==> src/rtl/quad_step_decoder.sv <==
// quad_step_decoder
//   Quadrature (A/B) encoder decoder. Synchronizes the two asynchronous
//   encoder phases and recovers the direction and the step events. It keeps
//   a WIDTH-bit up/down position count and flags illegal phase jumps.
//
// Ports
//   clk        system clock, all state changes on the rising edge
//   rst        synchronous, active-low reset
//   qa, qb     encoder phases A and B (asynchronous)
//   en         decode enable; when low, no count/step/wrap/err activity
//   clr        synchronous clear of count and err_sticky
//   count      current position, wraps modulo 2^WIDTH
//   dir        direction of the last legal step (1 = up, 0 = down)
//   step       one-cycle pulse per legal transition
//   wrap       one-cycle pulse when count wraps in either direction
//   err        one-cycle pulse on an illegal (both-bits-changed) transition
//   err_sticky set by err, held until clr or reset
module quad_step_decoder #(
  parameter int WIDTH       = 4,
  parameter int SYNC_STAGES = 2
) (
  input  logic             clk,
  input  logic             rst,
  input  logic             qa,
  input  logic             qb,
  input  logic             en,
  input  logic             clr,
  output logic [WIDTH-1:0] count,
  output logic             dir,
  output logic             step,
  output logic             wrap,
  output logic             err,
  output logic             err_sticky
);

  localparam int PW = $clog2(SYNC_STAGES + 2);

  typedef enum logic {
    PRIME,
    RUN
  } stateT;

  stateT                  state;
  stateT                  nextState;
  logic [PW-1:0]          primeCnt;
  logic [SYNC_STAGES-1:0] syncA;
  logic [SYNC_STAGES-1:0] syncB;
  logic [1:0]             syncNow;
  logic [1:0]             prev;
  logic [1:0]             phaseDelta;
  logic                   decodeActive;
  logic                   isUp;
  logic                   isDown;
  logic                   isErr;

  // Position of a phase pair along the up sequence 00 -> 10 -> 11 -> 01.
  // The difference of two positions (mod 4) tells the kind of transition:
  // 1 is one step up, 3 is one step down, 2 means both bits jumped.
  function automatic logic [1:0] phasePos(input logic [1:0] ab);
    logic [1:0] pos;
    case (ab)
      2'b00:   pos = 2'd0;
      2'b10:   pos = 2'd1;
      2'b11:   pos = 2'd2;
      default: pos = 2'd3;
    endcase
    return pos;
  endfunction

  // Shift-register synchronizers for both phases; the last stage is the
  // value the decoder trusts.
  always_ff @(posedge clk) begin
    if (!rst) begin
      syncA <= '0;
      syncB <= '0;
    end else begin
      syncA <= {syncA[SYNC_STAGES-2:0], qa};
      syncB <= {syncB[SYNC_STAGES-2:0], qb};
    end
  end

  assign syncNow = {syncA[SYNC_STAGES-1], syncB[SYNC_STAGES-1]};

  // The previous synchronized phase pair always tracks, even while priming
  // or disabled, so re-enabling never produces a catch-up step.
  always_ff @(posedge clk) begin
    if (!rst) begin
      prev <= 2'b00;
    end else begin
      prev <= syncNow;
    end
  end

  // State register for the priming sequencer.
  always_ff @(posedge clk) begin
    if (!rst) begin
      state <= PRIME;
    end else begin
      state <= nextState;
    end
  end

  // Priming lasts SYNC_STAGES+1 cycles after reset release: long enough for
  // the synchronizer and prev to fill with the real input level, so an
  // input held at 11 through reset is not mistaken for an illegal jump.
  always_comb begin
    nextState = state;
    case (state)
      PRIME:   if (primeCnt == PW'(SYNC_STAGES)) nextState = RUN;
      RUN:     nextState = RUN;
      default: nextState = PRIME;
    endcase
  end

  // Cycle counter that paces the priming window.
  always_ff @(posedge clk) begin
    if (!rst) begin
      primeCnt <= '0;
    end else if (state == PRIME) begin
      primeCnt <= primeCnt + PW'(1);
    end
  end

  // Transition classification between prev and the current synchronized pair.
  always_comb begin
    phaseDelta   = phasePos(syncNow) - phasePos(prev);
    decodeActive = (state == RUN) && en;
    isUp         = decodeActive && (phaseDelta == 2'd1);
    isDown       = decodeActive && (phaseDelta == 2'd3);
    isErr        = decodeActive && (phaseDelta == 2'd2);
  end

  // Registered outputs. Pulses default low every cycle. clr wins over a
  // step on the same cycle, but an illegal jump still pulses err while
  // err_sticky is being cleared. dir records the legal step even when clr
  // suppresses the count change.
  always_ff @(posedge clk) begin
    if (!rst) begin
      count      <= '0;
      dir        <= 1'b1;
      step       <= 1'b0;
      wrap       <= 1'b0;
      err        <= 1'b0;
      err_sticky <= 1'b0;
    end else begin
      step <= 1'b0;
      wrap <= 1'b0;
      err  <= 1'b0;
      if (isUp) begin
        dir <= 1'b1;
        if (!clr) begin
          count <= count + WIDTH'(1);
          step  <= 1'b1;
          wrap  <= (count == '1);
        end
      end else if (isDown) begin
        dir <= 1'b0;
        if (!clr) begin
          count <= count - WIDTH'(1);
          step  <= 1'b1;
          wrap  <= (count == '0);
        end
      end else if (isErr) begin
        err        <= 1'b1;
        err_sticky <= 1'b1;
      end
      if (clr) begin
        count      <= '0;
        err_sticky <= 1'b0;
      end
    end
  end

endmodule

==> config.mk <==
export PLATFORM = sky130hd
export DESIGN_NAME = quad_step_decoder
export DESIGN_NICKNAME = d
export VERILOG_FILES = /design/src/rtl/quad_step_decoder.sv
export SDC_FILE = /design/constraint.sdc
export NUM_CORES = 1
export LEC_CHECK = 0
export BUFFER_PORTS_ARGS = -buffer_cell sky130_fd_sc_hd__buf_2
export CAP_MARGIN = 20
export CELL_PAD_IN_SITES_DETAIL_PLACEMENT = 0
export CELL_PAD_IN_SITES_GLOBAL_PLACEMENT = 1
export CORE_ASPECT_RATIO = 1.4
export CORE_MARGIN = 4
export CORE_UTILIZATION = 35
export CTS_CLUSTER_DIAMETER = 30
export DETAILED_ROUTE_END_ITERATION = 10
export PLACE_DENSITY = 0.7
export RECOVER_POWER = 25
export SLEW_MARGIN = 30
export SYNTH_ARGS = -nofsm -noshare
export SYNTH_HDL_FRONTEND = slang
export SYNTH_SLANG_ARGS = --single-unit
==> constraint.sdc <==
create_clock -name clk -period 7.5 [get_ports clk]
set_clock_uncertainty 0.05 [all_clocks]
set_input_delay 1.5 -clock clk [delete_from_list [all_inputs] [get_ports clk]]
set_output_delay 1.5 -clock clk [all_outputs]
set_load 0.05 [all_outputs]
# After elaboration in Yosys (flattened, before gate mapping)
# Cells that the tools add are included.
# Widths: inputs -> output; s select.
# totals
reg_bits	18
out_inout_bits	9
word_cells	54
# classes
addsub	4
eq_ne	9
mux	14
bitwise	4
n_reduce_logical	12
# ops
op	n
$eq 2x2->1 const B	7
$pmux 2 s3	2
$mux 1	9
$mux 4	2
$add 4x1->4 const B	1
$eq 4x4->1 const B	1
$logic_and 1x1->1	4
$logic_not 2->1	2
$logic_not 4->1	1
$not 1->1	4
$reduce_or 2->1	2
$sub 4x1->4 const B	1
$reduce_and 3->1	1
$reduce_or 3->1	1
$add 2x1->2 const B	1
$eq 2x1->1 const B	1
$pmux 1 s2	1
$reduce_bool 2->1	1
$sub 2x2->2	1

# Depth between registers and ports, before layout
# logic_depth
ltp_word	7
mapped_depth	12
ltp_nobuf	12

# Least setup slack after synthesis
# OpenSTA, ideal clock, no wires.
# synth_timing
path_kind	input-to-reg
start	in en
end	reg count[3]
arrival_ns	3.026
slack_ns	4.354
stages	9
cell_sequence	nand2_2 > nor2_1 > nand2_1 > ha_1 > a21o_1 > a21oi_2 > xnor2_1 > or3_1 > a21oi_1
# synth_via
elab_chain_cells	3
word_cells_on_any_way	5
classes_between	mux: 1; reduce/logical: 4
# synth_lines
item	line	text
start: declaration	26	input logic en,
$logic_and 1x1->1 *	127	decodeActive = (state == RUN) && en;
$logic_and 1x1->1 (on tied branches)	128, 129	
$mux 4 / $reduce_bool 2->1 (equally long branches)	-	
end signal: assignment	152	count <= count + WIDTH'(1);
end signal: assignment	159	count <= count - WIDTH'(1);
end: declaration	28	output logic [WIDTH-1:0] count,
# Every way passes the cells marked *; elsewhere a longest branch is shown, timed or not.
# A chain may end at the register's enable or synchronous reset.

# Worst setup path in the final report
# Same ends and word-level chain as after synthesis.

==> flow_summary_export.csv <==
group,metric,value,unit
outcome,outcome,"completed",
layout,layout-drive-gt1-share,21.1,%
synthesis,synth-compound-area-share,7.15,%
sta,worst_pin_slew,0.390,ns
cts,root_buffer,"clkbuf_4",
sta,max_freq,0.322,GHz
layout,layout.area.seq,360,um^2
grt,antenna_found_initial,0,
place,port_buffers,14,
drt,vias,556,
drt,wire_per_inst,10.4,um
die,dieArea,3080,um^2
die,die_h,64.1,um
sta,period_share,41.4,%
die,chipWidth,48.1,um
synthesis,synth.area.mux_share,0,%
synthesis,synth_top_family_by_area,"simple AND/OR/NAND/NOR gates",
drt,post-route-drc-count,0,
cts,htreeDepth,1,
setup_path,reg2reg_slack,4.72,ns
place,hpwl,961,um
cts,clkTransAtPathRegs,0.10,ns
synthesis,syn_inst,79,
flow_run,maxCapViolCount,0,
layout,layout_commonest_cell,"dfxtp_1",
grt,grt_start_max_net_pins,13,
setup_path,startpoint_type,"input pin",
cts,cts_tree,"done",
hold_path,holdPathStages,1,
synthesis,yosysWarningCount,0,
grt,grt_util_met2,15.2,%
setup_path,reg2reg_from,"syncA[1]$_SDFF_PN0_",
sta,slew_viol_final,0,
drt,finalWirelength,1220,um
die,design.core.area,2150,um^2
synthesis,synthesis.area,787,um^2
grt,overflow,0,
sta,setup_viol,0,
synthesis,synthAdderAreaFrac,15.3,%
hold_path,hp-start,"syncB[0]$_SDFF_PN0_",
drt,vias_per_cell,4.75,
layout,n_antenna_cell,0,
grt,gr-usage-all-layers,9.64,%
setup_path,path_class,"in2reg",
grt,grt_first_pass_wirelength,2140,um
cts,insertion_delay,0.28,ns
sta,hold_viol,0,
setup_path,endpoint_kind,"flip-flop",
cts,cts_made_buffers,3,
cts,hold_buffers,0,
power,switching_share,25.9,%
drt,dr.pass1.iters,4,
cts,postCtsSetupRepairBufs,0,
hold_path,hold_end,"syncB[1]$_SDFF_PN0_",
grt,grt.busiest_layer,"met2",
power,pwr-share-comb,16.6,%
setup_path,cp_cell_sequence,"buf_2 > nand2_2 > nor2_1 > nand2_1 > ha_1 > a21o_1 > a21oi_2 > xnor2_1 > or3_1 > a21oi_1",
drt,drt-initial-drc-count,10,
hold_path,hold_class,"reg2reg",
drt,antenna_left,0,
power,clkPwrFrac,28.9,%
synthesis,synth_seq_cells,18,
layout,area_growth_syn_to_layout,15.7,%
synthesis,yosys.area_share.simple,21.3,%
die,ios,15,
power,power.density,224,nW/um^2
cts,cts_resized,0,
layout,nNetsFinal,111,
place,place_congestion,0.675,
power,intPower,151,uW
cts,clkSinkCount,18,
sta,finalCriticalPeriod,3.11,ns
grt,grt_pass1_vias,516,
die,row_count,20,
power,p_leak,0.000425,uW
synthesis,synthXorXnorAreaFrac,7.47,%
setup_path,arrival,3.28,ns
power,p_sw,52.9,uW
setup_path,reg2reg_depth,11,
synthesis,ys_types,26,
power,power_frac_seq,54.6,%
sta,slew_headroom,74.0,%
synthesis,synth_area_per_cell,9.96,um^2
setup_path,critPathRequiredTime,7.67,ns
layout,fillCellCount,226,
setup_path,slowest_delay,0.31,ns
grt,grtUsageMet1,11.3,%
layout,multi_input_area,403,um^2
synthesis,synth.net_count,94,
place,place_ws,4.08,ns
power,peakVddDrop,0.120,mV
setup_path,slowest_stage,"ha_1",
sta,finalSetupTns,0,ns
synthesis,synth_seq_area_share,45.8,%
place,dp.cells,113,
sta,grt_setup_unrepaired,"no",
die,initial_core_util,36.6,%
sta,final.setup.worst_slack,4.39,ns
setup_path,reg2reg_to,"count[3]$_SDFFE_PP0P_",
layout,fin_cells,117,
cts,clockBufferDepth,2,
layout,final_cell_mix,"18 x dfxtp_1, 13 x buf_2, 9 x nor2_1",
setup_path,worstPathMaxFanout,5,
sta,fin_hold_ws,0.396,ns
grt,grt_use_met3,2.54,%
==> logic make-up (layout without fill, tap and decap cells) <==
kind of cell / count (synthesis) / after routing
xor gates and xnor gates: 5 / 5
DFF: 18 / 18
and+or+nand+nor: 32 / 32
buffers and inverters: 6 / 22
AOI/OAI and AO/OA: 9 / 9
adders and majority gates: 9 / 9
==> cells in the mapped netlist, drive strengths merged <==
library cell  number  share of area [%]
dfxtp             18                 46
and2               9                7.2
nor2               9                4.3
ha                 8                 13
nand2              6                3.2
a21oi              4                3.0
inv                4                1.9
xnor2              4                4.5
clkbuf             2                1.1
o21ai              2                1.3
a211oi             1               0.95
a21o               1               0.95
and4               1                1.1
fa                 1                2.5
nand2b             1               0.80
nand3              1               0.64
nor3               1               0.64
nor3b              1               0.95
o21a               1               0.95
or2                1               0.80
or3                1               0.80
or4                1               0.95
xnor3              1                3.0
==> worst max-delay path, delay by kind of cell <==
family / cells / cell delay [ns]
AOI/OAI and AO/OA: 3 / 0.46
xor gates and xnor gates: 1 / 0.08
adders and majority gates: 1 / 0.31
buffers and inverters: 1 / 0.09
and+or+nand+nor: 4 / 0.84
==> power groups by stage <==
stage / Sequential [uW] / Clock (uW) / Combinational, uW
2_1_floorplan: 116 / 0 / 24.9
3_3_place_gp: 113 / 0 / 33.2
3_5_place_dp: 114 / 0 / 34.7
4_1_cts: 111 / 60.7 / 35.0
5_1_grt: 113 / 65.7 / 39.7
6_report: 111 / 58.8 / 33.8
==> through the flow <==
step	power [uW]	utilization, %	area, um^2
floorplan	140	-	787
global placement	146	40.7	876
detailed placement	148	40.7	876
CTS	207	42.4	912
global route	218	42.3	911
finish	204	42.3	911
==> layout make-up <==
| class | count | share of cell area, % |
|---|---|---|
| multi-input combinational | 55 | 44.2 |
| sequential | 18 | 39.6 |
| timing repair buffer | 14 | 7.55 |
| clock buffer | 4 | 3.98 |
| tap | 22 | 3.02 |
| inverter | 4 | 1.65 |
==> how the worst max path moves through the flow <==
stage	cells past startpoint	endpoint	from	slack, ns
final	10	count[3]$_SDFFE_PP0P_	en	4.39
after global routing	10	count[3]$_SDFFE_PP0P_	en	4.22
after detailed placement	10	count[3]$_SDFFE_PP0P_	en	4.08
after global placement	10	count[3]$_SDFFE_PP0P_	en	4.11
after floorplan	9	count[3]$_SDFFE_PP0P_	en	4.35
after CTS	10	count[3]$_SDFFE_PP0P_	en	4.38
==> per-layer routing <==
layer  wire (um)  part of all wire, %
met1         541                   45
met2         597                   49
met3          60                  4.9
met4          16                  1.3
met5           0                    0
==> registers in the layout, indices dropped and copies added (netlist names) <==
signal / flops
state: 1
err: 1
err_sticky: 1
wrap: 1
dir: 1
prev: 2
syncB: 2
count: 4
primeCnt: 2
syncA: 2
step: 1
(Power assumes the default switching activity.)
